[src/rtl/alu_pkg.sv]
// Shared definitions for the ALU: function codes, arithmetic FSM states and the
// decoder group code that routes operations to the arithmetic stage.
package alu_pkg;

  // ALU_FUN encodings within the arithmetic group
  localparam logic [1:0] ARITH_ADD = 2'b00;
  localparam logic [1:0] ARITH_SUB = 2'b01;
  localparam logic [1:0] ARITH_MUL = 2'b10;
  localparam logic [1:0] ARITH_DIV = 2'b11;

  // Decoder group code selecting the arithmetic unit
  localparam logic [1:0] ARITH_GROUP = 2'b00;

  // Two-bit state register so that unused encodings exist and can be
  // steered back to IDLE instead of locking the unit up.
  typedef logic [1:0] arith_state_t;
  localparam arith_state_t ST_IDLE = 2'b00;
  localparam arith_state_t ST_DIV  = 2'b01;

endpackage

[src/rtl/arith_unit_seq_serial_divider.sv]
// Restoring divider producing one quotient bit per clock, MSB first.
// The last-step results are presented combinationally alongside o_done so the
// parent can register them on the same edge that finishes the division.
module serial_divider
  import alu_pkg::*;
#(
  parameter int WIDTH = 16
) (
  input  logic             clk,
  input  logic             rst_n,
  input  logic             i_start,
  input  logic [WIDTH-1:0] i_dividend,
  input  logic [WIDTH-1:0] i_divisor,
  output logic             o_done,
  output logic [WIDTH-1:0] o_quotient,
  output logic [WIDTH-1:0] o_remainder
);

  localparam int CW = (WIDTH > 1) ? $clog2(WIDTH) : 1;

  logic             r_busy;
  logic [CW-1:0]    r_cnt;
  logic [WIDTH-1:0] r_rem;
  logic [WIDTH-1:0] r_quo;
  logic [WIDTH-1:0] r_div;

  logic [WIDTH:0]   w_trial;
  logic             w_ge;
  logic [WIDTH-1:0] w_remNext;
  logic [WIDTH-1:0] w_quoNext;
  logic             w_last;

  // One restoring step: bring down the next dividend bit, subtract if it fits.
  // When the trial value is >= divisor the true difference is < divisor, so the
  // low WIDTH bits of a modulo subtraction are exact.
  always_comb begin
    w_trial   = {r_rem, r_quo[WIDTH-1]};
    w_ge      = (w_trial >= {1'b0, r_div});
    w_remNext = w_ge ? (w_trial[WIDTH-1:0] - r_div) : w_trial[WIDTH-1:0];
    w_quoNext = {r_quo[WIDTH-2:0], w_ge};
    w_last    = (r_cnt == CW'(WIDTH - 1));
  end

  assign o_done      = r_busy && w_last;
  assign o_quotient  = w_quoNext;
  assign o_remainder = w_remNext;

  // Load operands on start, then shift one step per edge until WIDTH steps are done.
  always_ff @(posedge clk or negedge rst_n) begin
    if (!rst_n) begin
      r_busy <= 1'b0;
      r_cnt  <= '0;
      r_rem  <= '0;
      r_quo  <= '0;
      r_div  <= '0;
    end else if (i_start) begin
      r_busy <= 1'b1;
      r_cnt  <= '0;
      r_rem  <= '0;
      r_quo  <= i_dividend;
      r_div  <= i_divisor;
    end else if (r_busy) begin
      r_rem  <= w_remNext;
      r_quo  <= w_quoNext;
      r_cnt  <= r_cnt + CW'(1);
      if (w_last) begin
        r_busy <= 1'b0;
      end
    end
  end

endmodule

[src/rtl/arith_unit_seq.sv]
// Arithmetic execution stage: single-cycle add/sub/mul and an iterative divide.
// Results are registered and announced with a one-cycle Arith_Flag pulse.
module arith_unit_seq
  import alu_pkg::*;
#(
  parameter int WIDTH = 16
) (
  input  logic               CLK,
  input  logic               RST,
  input  logic [WIDTH-1:0]   A,
  input  logic [WIDTH-1:0]   B,
  input  logic [1:0]         ALU_FUN,
  input  logic               Arith_EN,
  output logic [2*WIDTH-1:0] Arith_OUT,
  output logic               Carry_OUT,
  output logic               Div_Err,
  output logic               Arith_Flag,
  output logic               Busy
);

  arith_state_t       r_state;
  logic [2*WIDTH-1:0] r_out;
  logic               r_carry;
  logic               r_err;
  logic               r_flag;

  logic               w_issue;
  logic               w_divStart;
  logic [WIDTH:0]     w_sum;
  logic [WIDTH-1:0]   w_diff;
  logic [2*WIDTH-1:0] w_prod;
  logic               w_divDone;
  logic [WIDTH-1:0]   w_quo;
  logic [WIDTH-1:0]   w_rem;

  assign Busy       = (r_state == ST_DIV);
  assign Arith_OUT  = r_out;
  assign Carry_OUT  = r_carry;
  assign Div_Err    = r_err;
  assign Arith_Flag = r_flag;

  // Issue decode and the single-cycle datapath, computed from the live operands.
  always_comb begin
    w_issue    = Arith_EN && (r_state == ST_IDLE);
    w_divStart = w_issue && (ALU_FUN == ARITH_DIV) && (B != '0);
    w_sum      = {1'b0, A} + {1'b0, B};
    w_diff     = A - B;
    w_prod     = {{WIDTH{1'b0}}, A} * {{WIDTH{1'b0}}, B};
  end

  serial_divider #(.WIDTH(WIDTH)) u_divider (
    .clk         (CLK),
    .rst_n       (RST),
    .i_start     (w_divStart),
    .i_dividend  (A),
    .i_divisor   (B),
    .o_done      (w_divDone),
    .o_quotient  (w_quo),
    .o_remainder (w_rem)
  );

  // FSM and output registers; outputs only change on a completing edge.
  always_ff @(posedge CLK or negedge RST) begin
    if (!RST) begin
      r_state <= ST_IDLE;
      r_out   <= '0;
      r_carry <= 1'b0;
      r_err   <= 1'b0;
      r_flag  <= 1'b0;
    end else begin
      r_flag <= 1'b0;
      case (r_state)
        ST_IDLE: begin
          if (w_issue) begin
            case (ALU_FUN)
              ARITH_ADD: begin
                r_out   <= {{WIDTH{1'b0}}, w_sum[WIDTH-1:0]};
                r_carry <= w_sum[WIDTH];
                r_err   <= 1'b0;
                r_flag  <= 1'b1;
              end
              ARITH_SUB: begin
                r_out   <= {{WIDTH{1'b0}}, w_diff};
                r_carry <= (A < B);
                r_err   <= 1'b0;
                r_flag  <= 1'b1;
              end
              ARITH_MUL: begin
                r_out   <= w_prod;
                r_carry <= 1'b0;
                r_err   <= 1'b0;
                r_flag  <= 1'b1;
              end
              default: begin
                if (B == '0) begin
                  r_out   <= {A, {WIDTH{1'b1}}};
                  r_carry <= 1'b0;
                  r_err   <= 1'b1;
                  r_flag  <= 1'b1;
                end else begin
                  r_state <= ST_DIV;
                end
              end
            endcase
          end
        end
        ST_DIV: begin
          if (w_divDone) begin
            r_out   <= {w_rem, w_quo};
            r_carry <= 1'b0;
            r_err   <= 1'b0;
            r_flag  <= 1'b1;
            r_state <= ST_IDLE;
          end
        end
        default: begin
          r_state <= ST_IDLE;
        end
      endcase
    end
  end

endmodule

[config.mk]
export PLATFORM = sky130hd
export DESIGN_NAME = arith_unit_seq
export DESIGN_NICKNAME = d
export VERILOG_FILES = /design/src/rtl/alu_pkg.sv /design/src/rtl/arith_unit_seq_serial_divider.sv /design/src/rtl/arith_unit_seq.sv
export SDC_FILE = /design/constraint.sdc
export NUM_CORES = 1
export LEC_CHECK = 0
export BUFFER_PORTS_ARGS = -buffer_cell sky130_fd_sc_hd__buf_4
export CORE_MARGIN = 1.5
export CORE_UTILIZATION = 50
export DETAILED_ROUTE_END_ITERATION = 10
export PLACE_DENSITY = 0.67
export SETUP_SLACK_MARGIN = 0.3
export SLEW_MARGIN = 20
export SYNTH_ARGS = -nofsm -noshare
export SYNTH_HDL_FRONTEND = slang
export SYNTH_SLANG_ARGS = --single-unit
[constraint.sdc]
create_clock -name CLK -period 5.5 [get_ports CLK]
set_input_delay 0.55 -clock CLK [delete_from_list [all_inputs] [get_ports CLK]]
set_output_delay 0.55 -clock CLK [all_outputs]
set_load 0.01 [all_outputs]
==> results.md <==
- GP Congestion: 0.962
- DR pass1 iterations: 7
- Setup TNS: -1.35 ns
- Core area: 29,700 sq um
- R2R Setup Slk: 2.18 ns
- IO Port Bufs: 72
- Slew @ Worst Pin: 0.854 ns
- Failing checks: negative setup slack
- Crit Path Category: in -> reg
- Mapped Nets: 2,189
- CP max-delay cell: fa_1
- Cts hold-fix bufs: 0
- RSZ-0062 raised after global routing: true
- Synth cell types: 75
- CTS tree: yes
- Hold violation count in the final report: 0
- Initial Util: 51.0%
- Hold_ws: 0.223 ns
- Max stage delay on crit path: 0.53 ns
- Reg clk slew, reported paths: 0.07 ns
- Largest net degree at the start of global routing: 52
- Vias in the first global route: 14.1k
- Final WS setup: -0.180 ns
- Top Layer Used: met4
- Worst setup SP type: input pin
- First-pass GRT wire length: 76,700 microns
- Leading post-synthesis cells by cell area: fa_1, dfrtp_1, ha_1
- Worst Setup SP: B[6]
- Post-route antenna net violation count: 0
- Nets: 2,413
- WP data required: 5.79 ns
- Hold WC Path Type: in -> async
- Routed wire per std cell: 20.0 microns
- R2r startpoint: u_divider.r_div[4]
- Synth async-reset ratio: 100%
- Final setup fails: 14
- Worst reg2reg path endpoint: Arith_OUT[28]
- Critical Path AT: 5.97 ns
- Clock Latency Late Sink: 0.35 ns
- Max-slew violations: 0
- Synth top area share: 26.0%
- Crit end category: register
- Worst R2R Path Depth: 11
- Iter 0 DRT Violations: 1,006
- Seq/Total Area, Yosys: 14.7%
- Die Y: 177 microns
- Via count: 13.6k
- Post-synth EDFFs: 0
- Post-Route WL: 48,200 microns
- Synth-to-Final Area Change: 26.6%
- Post-synth top flop: dfrtp_1
- Grt total ovfl: 0
- Final worst-path cycle share: 103%
- Mean post-synth cell area: 8.43 sq um
- Peak Freq: 176 MHz
- Post-synth design cell area: 15,100 sq um
- Number of buffers created by CTS: 9
- Synth warnings: 0
- H-tree levels: 3
- Worst path cell trace: buf_12 > buf_4 > and2_1 > fa_1 > inv_1 > fa_1 > fa_1 > inv_2 > fa_1 > fa_1 > inv_1 > fa_1 > inv_2 > ha_4 > buf_6 > nand2_1 > o21ai_2 > nand3_4 > nand4b_4 > nand2_4 > o31a_1 > or3_1 > a21oi_1 > o32a_1
- Clk sinks: 89
- DP HPWL: 38,400 microns
- DR vias/cell: 5.63
- Slew Limit Headroom: 43.0%
- Met2 WL post-DR: 24,000 microns
- Met1 wire length: 20,300 microns
- Metal3 WL: 2400 microns
- Cell row count: 63
- Crit path max fanout: 5
- Count leader, synth: inv_1
- # DRC: 0
- Placed Instance Area: 17,700 sq um
- Buffers & Inverters on Critical Path: 7
- Synth top cells by count: inv_1, nand2_1, fa_1, ha_1, nor2_1
- Cell repeated most along the worst path: fa_1
- Status: finished with violations
- GRT Total Usage: 31.7%
- Chip width: 177 microns
- Maximum clock path buffer count: 2
- Seq cells post-synth: 89
- Finished Cell Area: 19,200 sq um
- Top cell type by total area after synthesis: fa_1
- DIE AREA: 31,400 sq um
- CP Depth: 24
- Crit path time final: 5.68 ns
- Mapped Cells: 1,797
- Initial antenna violation count: 1
- Root buf cell: clkbuf_16
- Share of post-route cells with drive strength above 1: 25.2%
- Max Cap Violations: 0
- Clock skew: 0.0114 ns
- N_diodes: 0
- Ports: 73
- Delay-heaviest family, CP: adder cells
==> flip-flops by register name (all words and copies together) (netlist names) <==
name	count
Arith_OUT	32
u_divider.r_div	16
u_divider.r_quo	16
u_divider.r_rem	16
u_divider.r_cnt	4
Arith_Flag	1
Carry_OUT	1
Div_Err	1
r_state	1
u_divider.r_busy	1
==> worst reg2reg max path, stage by stage, from the launching register on <==
cell and delay [ns]:
dfrtp_1 0.34, inv_1 0.07, ha_1 0.39, nand3_1 0.18, a21oi_1 0.20, nor2_1 0.15
o2111a_1 0.31, a21oi_4 0.69, nor2_1 0.08, a41oi_1 0.36, nor2_1 0.10, o32a_1 0.34
==> per-stage QoR <==
stage	util [%]	setup slack, ns	std cells
after floorplan	-	-0.217	1797
after global placement	59.4	-0.653	2367
after detailed placement	59.4	-0.668	2367
after CTS	62.3	-0.181	2397
after global routing	64.5	-0.375	2416
final	64.5	-0.180	2416
==> cells by family after synthesis <==
group                    share of synthesized area, %
flip-flops                                       14.7
buffers and inverters                            9.63
multiplexers                                     2.52
adder cells (fa/ha/maj)                          39.1
AO/OA/AOI/OAI                                    14.7
XOR/XNOR                                         2.60
AND/OR/NAND/NOR                                  16.7
==> routing by layer <==
metal | GRT usage (%) | up-vias
li1 | - | 6288
met1 | 41.9 | 6788
met2 | 55.5 | 423
met3 | 3.05 | 107
met4 | 8.55 | 0
met5 | 0 | -
==> worst max path at each step <==
stage                          endpoint
final                     Arith_OUT[30]
after CTS                 Arith_OUT[25]
after detailed placement  Arith_OUT[25]
after global placement    Arith_OUT[26]
after global routing      Arith_OUT[30]
after floorplan           Arith_OUT[30]
==> cell usage in the layout (no fill, tap or decap), types with 13 or more instances in the layout <==
cell type / n
a21o_1: 19
and2_4: 19
xnor2_1: 23
fa_1: 182
fa_2: 15
xor2_1: 13
buf_12: 13
buf_4: 249
nand2_1: 210
nand3_1: 21
o22ai_1: 15
dfrtp_1: 88
buf_6: 31
o21ai_0: 76
inv_2: 27
ha_4: 21
nor2_1: 102
mux2i_1: 37
a211oi_1: 19
nand2b_1: 14
and2_1: 80
inv_1: 270
ha_1: 132
a21oi_1: 75
a21oi_2: 19
==> area by class of cell <==
cell class | count | area (sq um)
inverters | 297 | 1110
flip-flops and latches | 89 | 2230
repair buffers | 300 | 2600
clock buffers | 9 | 225
clock inverters | 7 | 125
multi-input cells | 1324 | 12400
fillers | 2533 | 10500
well taps | 390 | 488
==> what timing repair did <==
action                                  CTS  global route
cloned                                    0             2
setup buffers                            14            17
endpoints found under the setup margin   23            22
gates resized for setup                  94           115
pin swaps                                58            89
Power is left out: the tool's default activity adds up to more than one toggle a clock period on the data nets, which glitch-free logic cannot reach.
